<file path="src/rtl/seq_divider.sv">
// Sequential signed 32-bit divider, one restoring step per cycle.
// Produces LO (quotient) and HI (remainder) with truncation toward zero.
module seq_divider (
  input  logic        clock,
  input  logic        clear,
  input  logic        start,
  input  logic [31:0] dividend,
  input  logic [31:0] divisor,
  output logic [31:0] quotient,
  output logic [31:0] remainder,
  output logic        busy,
  output logic        done,
  output logic        div_by_zero
);

  localparam logic [1:0] IDLE = 2'd0;
  localparam logic [1:0] CALC = 2'd1;
  localparam logic [1:0] SIGN = 2'd2;
  localparam logic [1:0] DONE = 2'd3;

  logic [1:0]  state;
  logic [4:0]  count;
  logic [31:0] dvd;
  logic [31:0] dvs;
  logic [31:0] rem;
  logic [31:0] quo;
  logic        neg_q;
  logic        neg_r;

  logic [32:0] trial;
  logic [32:0] diff;
  logic [31:0] rem_nx;
  logic        qbit;
  logic [31:0] a_mag;
  logic [31:0] b_mag;

  // Operand magnitudes; 0x80000000 maps onto itself as unsigned.
  always_comb begin
    a_mag = dividend[31] ? (~dividend + 32'd1) : dividend;
    b_mag = divisor[31]  ? (~divisor  + 32'd1) : divisor;
  end

  // One restoring step: shift in next dividend bit, subtract if no borrow.
  always_comb begin
    trial  = {rem, dvd[31]};
    diff   = trial - {1'b0, dvs};
    qbit   = ~diff[32];
    rem_nx = qbit ? diff[31:0] : trial[31:0];
  end

  // Control, datapath and result registers.
  always_ff @(posedge clock) begin
    if (clear) begin
      state       <= IDLE;
      count       <= 5'd0;
      dvd         <= 32'd0;
      dvs         <= 32'd0;
      rem         <= 32'd0;
      quo         <= 32'd0;
      neg_q       <= 1'b0;
      neg_r       <= 1'b0;
      quotient    <= 32'd0;
      remainder   <= 32'd0;
      div_by_zero <= 1'b0;
    end else begin
      unique case (state)
        IDLE: begin
          if (start) begin
            dvd   <= a_mag;
            dvs   <= b_mag;
            rem   <= 32'd0;
            quo   <= 32'd0;
            neg_q <= dividend[31] ^ divisor[31];
            neg_r <= dividend[31];
            count <= 5'd0;
            if (divisor == 32'd0) begin
              quotient    <= 32'hFFFF_FFFF;
              remainder   <= dividend;
              div_by_zero <= 1'b1;
              state       <= DONE;
            end else begin
              div_by_zero <= 1'b0;
              state       <= CALC;
            end
          end
        end
        CALC: begin
          rem   <= rem_nx;
          quo   <= {quo[30:0], qbit};
          dvd   <= {dvd[30:0], 1'b0};
          count <= count + 5'd1;
          if (count == 5'd31)
            state <= SIGN;
        end
        SIGN: begin
          quotient  <= neg_q ? (~quo + 32'd1) : quo;
          remainder <= neg_r ? (~rem + 32'd1) : rem;
          state     <= DONE;
        end
        DONE: begin
          state <= IDLE;
        end
        default: state <= IDLE;
      endcase
    end
  end

  // Status flags decoded from state.
  always_comb begin
    busy = (state == CALC) || (state == SIGN);
    done = (state == DONE);
  end

endmodule

</file>
<file path="config.mk">
export PLATFORM = sky130hd
export DESIGN_NAME = seq_divider
export DESIGN_NICKNAME = d
export VERILOG_FILES = /design/src/rtl/seq_divider.sv
export SDC_FILE = /design/constraint.sdc
export NUM_CORES = 1
export LEC_CHECK = 0
export BUFFER_PORTS_ARGS = -buffer_cell sky130_fd_sc_hd__buf_2
export CAP_MARGIN = 20
export CORE_MARGIN = 2
export CORE_UTILIZATION = 50
export DETAILED_ROUTE_END_ITERATION = 8
export PLACE_DENSITY = 0.72
export SYNTH_ARGS = -nofsm -noshare
export SYNTH_HDL_FRONTEND = slang
export SYNTH_SLANG_ARGS = --single-unit
</file>
<file path="constraint.sdc">
create_clock -name clock -period 3.1 [get_ports clock]
set_input_delay 0.155 -clock clock [delete_from_list [all_inputs] [get_ports clock]]
set_output_delay 0.155 -clock clock [all_outputs]
set_load 0.005 [all_outputs]
</file>
**Yosys cells after proc, flatten, opt, wreduce, memory -nomap -nowiden**

Cells that the tools add are included.

- Logic and storage cells: 62
- Output and inout bits: 67
- Register bits: 202

- Reductions and logical operators: 9
- Multiplexer cells: 23
- Bitwise gates (word level): 6
- Eq/ne operators: 7
- Add/subtract/negate cells: 6

Operator list:

| cell | number |
|---|---|
| $mux 32 | 11 |
| $pmux 32 s2 | 5 |
| $add 32x1->32 const B | 4 |
| $not 32->32 | 4 |
| $sub 33x32->33 | 1 |
| $logic_not 32->1 | 1 |
| $pmux 5 s2 | 1 |
| $pmux 2 s4 | 1 |
| $mux 2 | 3 |
| $ne 2x2->1 const B | 3 |
| $reduce_and 2->1 | 3 |
| $add 5x1->5 const B | 1 |
| $eq 5x5->1 const B | 1 |
| $mux 5 | 1 |
| $eq 2x2->1 const B | 2 |
| $reduce_bool 2->1 | 2 |
| $reduce_and 3->1 | 1 |
| $eq 2x1->1 const B | 1 |
| $logic_not 2->1 | 1 |
| $logic_or 1x1->1 | 1 |
| $mux 1 | 1 |
| $not 1->1 | 1 |
| $xor 1x1->1 | 1 |

**Logic depth before layout (Yosys ltp)**

- Depth after elaboration: 5
- Mapped depth: 13
- Mapped depth without buffers: 12

**Least setup slack after synthesis**

Ideal clock, no wire load.

- Path type: reg2reg
- Start point: register dvd[31]
- End point: register rem[18]
- Library setup time: 75 ps
- Arrival: 2909 ps
- Clock period less this slack: 2984 ps
- Setup slack: 116 ps
- Cell stages (with the launch flop): 13
- Path through: dfxtp_1 > inv_1 > ha_1 > fa_1 > nand2b_1 > a21o_1 > a211oi_1 > o31a_1 > a21oi_1 > xnor2_1 > clkbuf_1 > nand2_1 > o21ai_0

- Longest elaborated chain between the ends: 3

Ends and longest elaborated chain:

| element | line | RTL |
|---|---|---|
| start, declared | 23 | `logic [31:0] dvd;` |
| start signal, assigned | 69 | `dvd <= a_mag;` |
| start signal, assigned | 90 | `dvd <= {dvd[30:0], 1'b0};` |
| $sub 33x32->33 | 46 | `diff = trial - {1'b0, dvs};` |
| $mux 32 | 48 | `rem_nx = qbit ? diff[31:0] : trial[31:0];` |
| $pmux 32 s2 | 66 | `unique case (state)` |
| end signal, assigned | 88 | `rem <= rem_nx;` |
| end, declared | 25 | `logic [31:0] rem;` |

No other way between the ends.
A chain may end at the register's enable or synchronous reset.

**Worst setup path in the final report**

- Start point: register quo[5]
- End point: register quotient[26]

- Longest elaborated chain between the ends: 4

Ends and longest elaborated chain:

| element | line | RTL |
|---|---|---|
| start, declared | 26 | `logic [31:0] quo;` |
| start signal, assigned | 89 | `quo <= {quo[30:0], qbit};` |
| $not 32->32 | 96 | `quotient <= neg_q ? (~quo + 32'd1) : quo;` |
| $add 32x1->32 | 96 |  |
| $mux 32 | 96 |  |
| $pmux 32 s2 | 66 |  |
| end signal, assigned | 96 |  |
| end, declared | 9 | `output logic [31:0] quotient,` |

No other way between the ends.

==> impl_metrics.env <==
export IMPL_outcome="finished, final reports clean"
export IMPL_detailedPlacementHpwl_mm=22.9
export IMPL_timing_critical_path_to_type="flip-flop"
export IMPL_drv_cap=0
export IMPL_tightestPinTransition_ns=1.01
export IMPL_timing_slew_headroom=0.325
export IMPL_multi_input_area_mm2=0.00755
export IMPL_hold_path_class="in -> reg"
export IMPL_post_route_setup_slack_ns=0.0935
export IMPL_cellLeakagePower_nw=5.75
export IMPL_routed_wire_length_per_instance_um=16.5
export IMPL_synthDistinctLibCells=67
export IMPL_n_fill_cell=2154
export IMPL_die_h_um=159
export IMPL_number_of_antenna_violations_at_the_first_check_in_global_routing=0
export IMPL_worst_path_max_delay_cell="or4b_4"
export IMPL_ctsRootBufferMaster="clkbuf_16"
export IMPL_antennaDiodeCount=0
export IMPL_grt_max_degree=72
export IMPL_first_pass_iters=5
export IMPL_die_width_um=159
export IMPL_pre_cts_slack_ns=0.0383
export IMPL_cp_max_fo=5
export IMPL_report_final_slew_viol_count=0
export IMPL_boundaryPins=134
export IMPL_port_buffer_count=133
export IMPL_vdd_ir_drop_max_uv=299
export IMPL_synth_ff_latch_count=202
export IMPL_yosysWarningCount=0
export IMPL_post_syn_area_per_cell_um2=8.09
export IMPL_netlist_area_mm2=0.0121
export IMPL_design_core_area_mm2=0.0236
export IMPL_timing_final_crit_share=0.970
export IMPL_tritoncts="done"
export IMPL_drc=0
export IMPL_route_final_wire_length_mm=32.1
export IMPL_nNetsFinal=1725
export IMPL_holdWs_ns=0.00733
export IMPL_detail_route_vias_per_cell=5.79
export IMPL_final_hold_viol_count=0
export IMPL_final_min_clock_period_ns=3.01
export IMPL_htreeDepth=1
export IMPL_cts_sinks=202
export IMPL_utilization=0.601
export IMPL_gr_total_overflow=0
export IMPL_die_area_mm2=0.0254
export IMPL_gpl_final_weighted_congestion=0.906
export IMPL_netlist_instances=1492
export IMPL_routed_vias=11300
export IMPL_synth_fp_nets=1602
export IMPL_finalClockSkew_ns=0.00967
export IMPL_postSynth_asyncResetShare=0
export IMPL_crit_path_start_kind="flip-flop"
export IMPL_ff_latch_area_mm2=0.00404
export IMPL_regToRegEndpoint="quotient[26]"
export IMPL_reg2regPathDepth=8
export IMPL_worst_setup_path_endpoint="quotient[26]"
export IMPL_dr_first_iter_drc_count=1087
export IMPL_final_layout_size_suffix_gt1_frac=0.166
export IMPL_cp_startpoint="quo[5]"
export IMPL_wire_length_of_the_first_global_routing_pass_mm=51.8
export IMPL_synth_enable_flop_cells=0
export IMPL_grt_use_total=0.240
export IMPL_setup_viols_final=0
export IMPL_initial_core_util=0.511
export IMPL_grt_pass1_vias=10200
export IMPL_timing_worst_setup_path_type="reg -> reg"
export IMPL_cp_max_stage_delay_ns=0.53
export IMPL_worstPathRequired_ns=3.50
export IMPL_cell_by_cell_trace_of_the_critical_path="nor4_4 -> nand4_1 -> or4_4 -> or3_4 -> or4b_4 -> o21ai_1 -> xor2_1 -> a311oi_1"
export IMPL_synth_yosys_seq_area_share=0.335
export IMPL_worstReg2RegStart="quo[5]"
export IMPL_final_antenna_net_count=0
export IMPL_cts_buffer_depth=3
export IMPL_clk_pin_slew_worst_paths_ns=0.06
export IMPL_rows=56
export IMPL_areaGrowthSynthToFinish_pct=17.7
export IMPL_insertion_delay_ns=0.50
export IMPL_timing_critical_path_arrival_ns=3.41
export IMPL_cts_inserted_buffers=23
export IMPL_power_density_mw_per_mm2=651
export IMPL_clock_fmax_mhz=333
export IMPL_yosys_most_used_dff="dfxtp_1"
export IMPL_r2r_setup_slack_ns=0.09
## worst min-delay path by stage
stage                  start             to  slack, ns  cells past startpoint
3_5_place_dp   remainder[10]  remainder[10]       0.44                      2
2_1_floorplan     divisor[0]         dvs[0]       0.29                      2
3_3_place_gp   remainder[12]  remainder[12]       0.44                      2
4_1_cts           divisor[0]         dvs[0]      0.001                      3
6_report         divisor[21]        dvs[21]      0.007                      3
5_1_grt           divisor[0]         dvs[0]       0.01                      3
## cell usage after synthesis, drive strengths merged (2+ instances only)
library cell / instances / area [um2]
dfxtp: 202 / 4040
nor2: 189 / 709
nand2: 146 / 548
xor2: 94 / 823
o21ai: 93 / 465
clkbuf: 83 / 313
a21oi: 69 / 349
a211oi: 61 / 458
inv: 53 / 199
xnor2: 52 / 455
mux2i: 43 / 430
ha: 42 / 526
a22oi: 38 / 285
a311oi: 34 / 298
o31ai: 34 / 260
o211ai: 23 / 178
or3: 22 / 153
buf: 18 / 81.3
or4: 18 / 143
a222oi: 16 / 160
nor3: 16 / 80.1
nand2b: 15 / 93.8
nand3: 14 / 70.1
o41ai: 12 / 120
nand4: 11 / 68.8
a21o: 9 / 67.6
nor2b: 9 / 56.3
a2bb2oi: 8 / 70.1
nor4: 8 / 86.3
and3: 6 / 37.5
o21a: 6 / 45.0
a221oi: 5 / 43.8
and2: 5 / 31.3
a31oi: 4 / 25.0
or2: 4 / 25.0
o21bai: 3 / 22.5
o31a: 3 / 26.3
a211o: 2 / 17.5
a21boi: 2 / 15.0
a22o: 2 / 17.5
a41oi: 2 / 17.5
nor4b: 2 / 17.5
o2111ai: 2 / 17.5
## flip-flops by register name, summed over array words and instances, names as in the netlist
| register | cells |
|---|---|
| count | 5 |
| div_by_zero | 1 |
| dvd | 32 |
| dvs | 32 |
| neg_q | 1 |
| neg_r | 1 |
| quo | 32 |
| quotient | 32 |
| rem | 32 |
| remainder | 32 |
| state | 2 |
## kinds of logic after synthesis
group / share of synthesized area
AO/OA/AOI/OAI: 0.250
XOR/XNOR: 0.106
adder cells (fa/ha/maj): 0.0452
buffers and inverters: 0.0492
flip-flops: 0.335
multiplexers: 0.0357
AND/OR/NAND/NOR: 0.179
## placed cells by master, fill, tap and decap left out, types with 11 or more instances in the layout
cell	count
nor3_1	15
ha_1	40
o31ai_1	33
a22oi_1	38
o211ai_1	22
clkbuf_16	26
or3_1	18
nand3_1	14
o21ai_0	88
nor2_1	188
nand2_1	144
buf_2	132
or4_1	14
nand2b_1	14
a21oi_1	64
dfxtp_1	202
xnor2_1	51
a311oi_1	34
buf_4	56
xor2_1	94
a211oi_1	60
mux2i_1	43
a222oi_1	16
inv_1	53
nand4_1	11
## what timing repair did
action                                 in CTS  in global routing
setup buffers                               0                  1
gates resized for setup                     0                 21
endpoints found under the hold margin       3                  0
setup endpoints to repair                   0                 58
hold buffers                                3                  0
## worst max-delay path, delay by kind of cell, from the launching register on
| family | cells | cell delay, ns |
|---|---|---|
| flip-flops | 1 | 0.37 |
| AND/OR/NAND/NOR | 5 | 1.99 |
| AO/OA/AOI/OAI | 2 | 0.45 |
| XOR/XNOR | 1 | 0.09 |
## area by class of cell
class,count,share of cell area
clock buffers,32,0.0450
multi-input cells,1136,0.531
repair buffers,199,0.0906
inverters,53,0.0140
flip-flops and latches,202,0.285
clock inverters,7,0.00625
well taps,319,0.0281
## metal layers
layer | track usage | vias up | routed length, um
li1 | - | 5663 | -
met1 | 0.352 | 5255 | 15600
met2 | 0.380 | 327 | 14300
met3 | 0.0258 | 41 | 1600
met4 | 0.0558 | 0 | 621
met5 | 0 | - | 0
## through the flow
step	std cells	TNS, ns	total power [mW]	cell area [um2]
after floorplan	1492	0	5.56	12100
after global placement	1902	0	6.49	13300
after detailed placement	1902	0	6.55	13300
after CTS	1944	0	9.21	14000
after global routing	1948	-0.00387	9.83	14200
final	1948	0	9.24	14200
## power by group
group	internal [mW]	total, mW	switching (mW)
Combinational	1.30	3.35	2.05
Sequential	3.00	3.24	0.243
Clock	1.60	2.65	1.06
Total	5.89	9.24	3.35
Power figures use the tool's default switching activity.
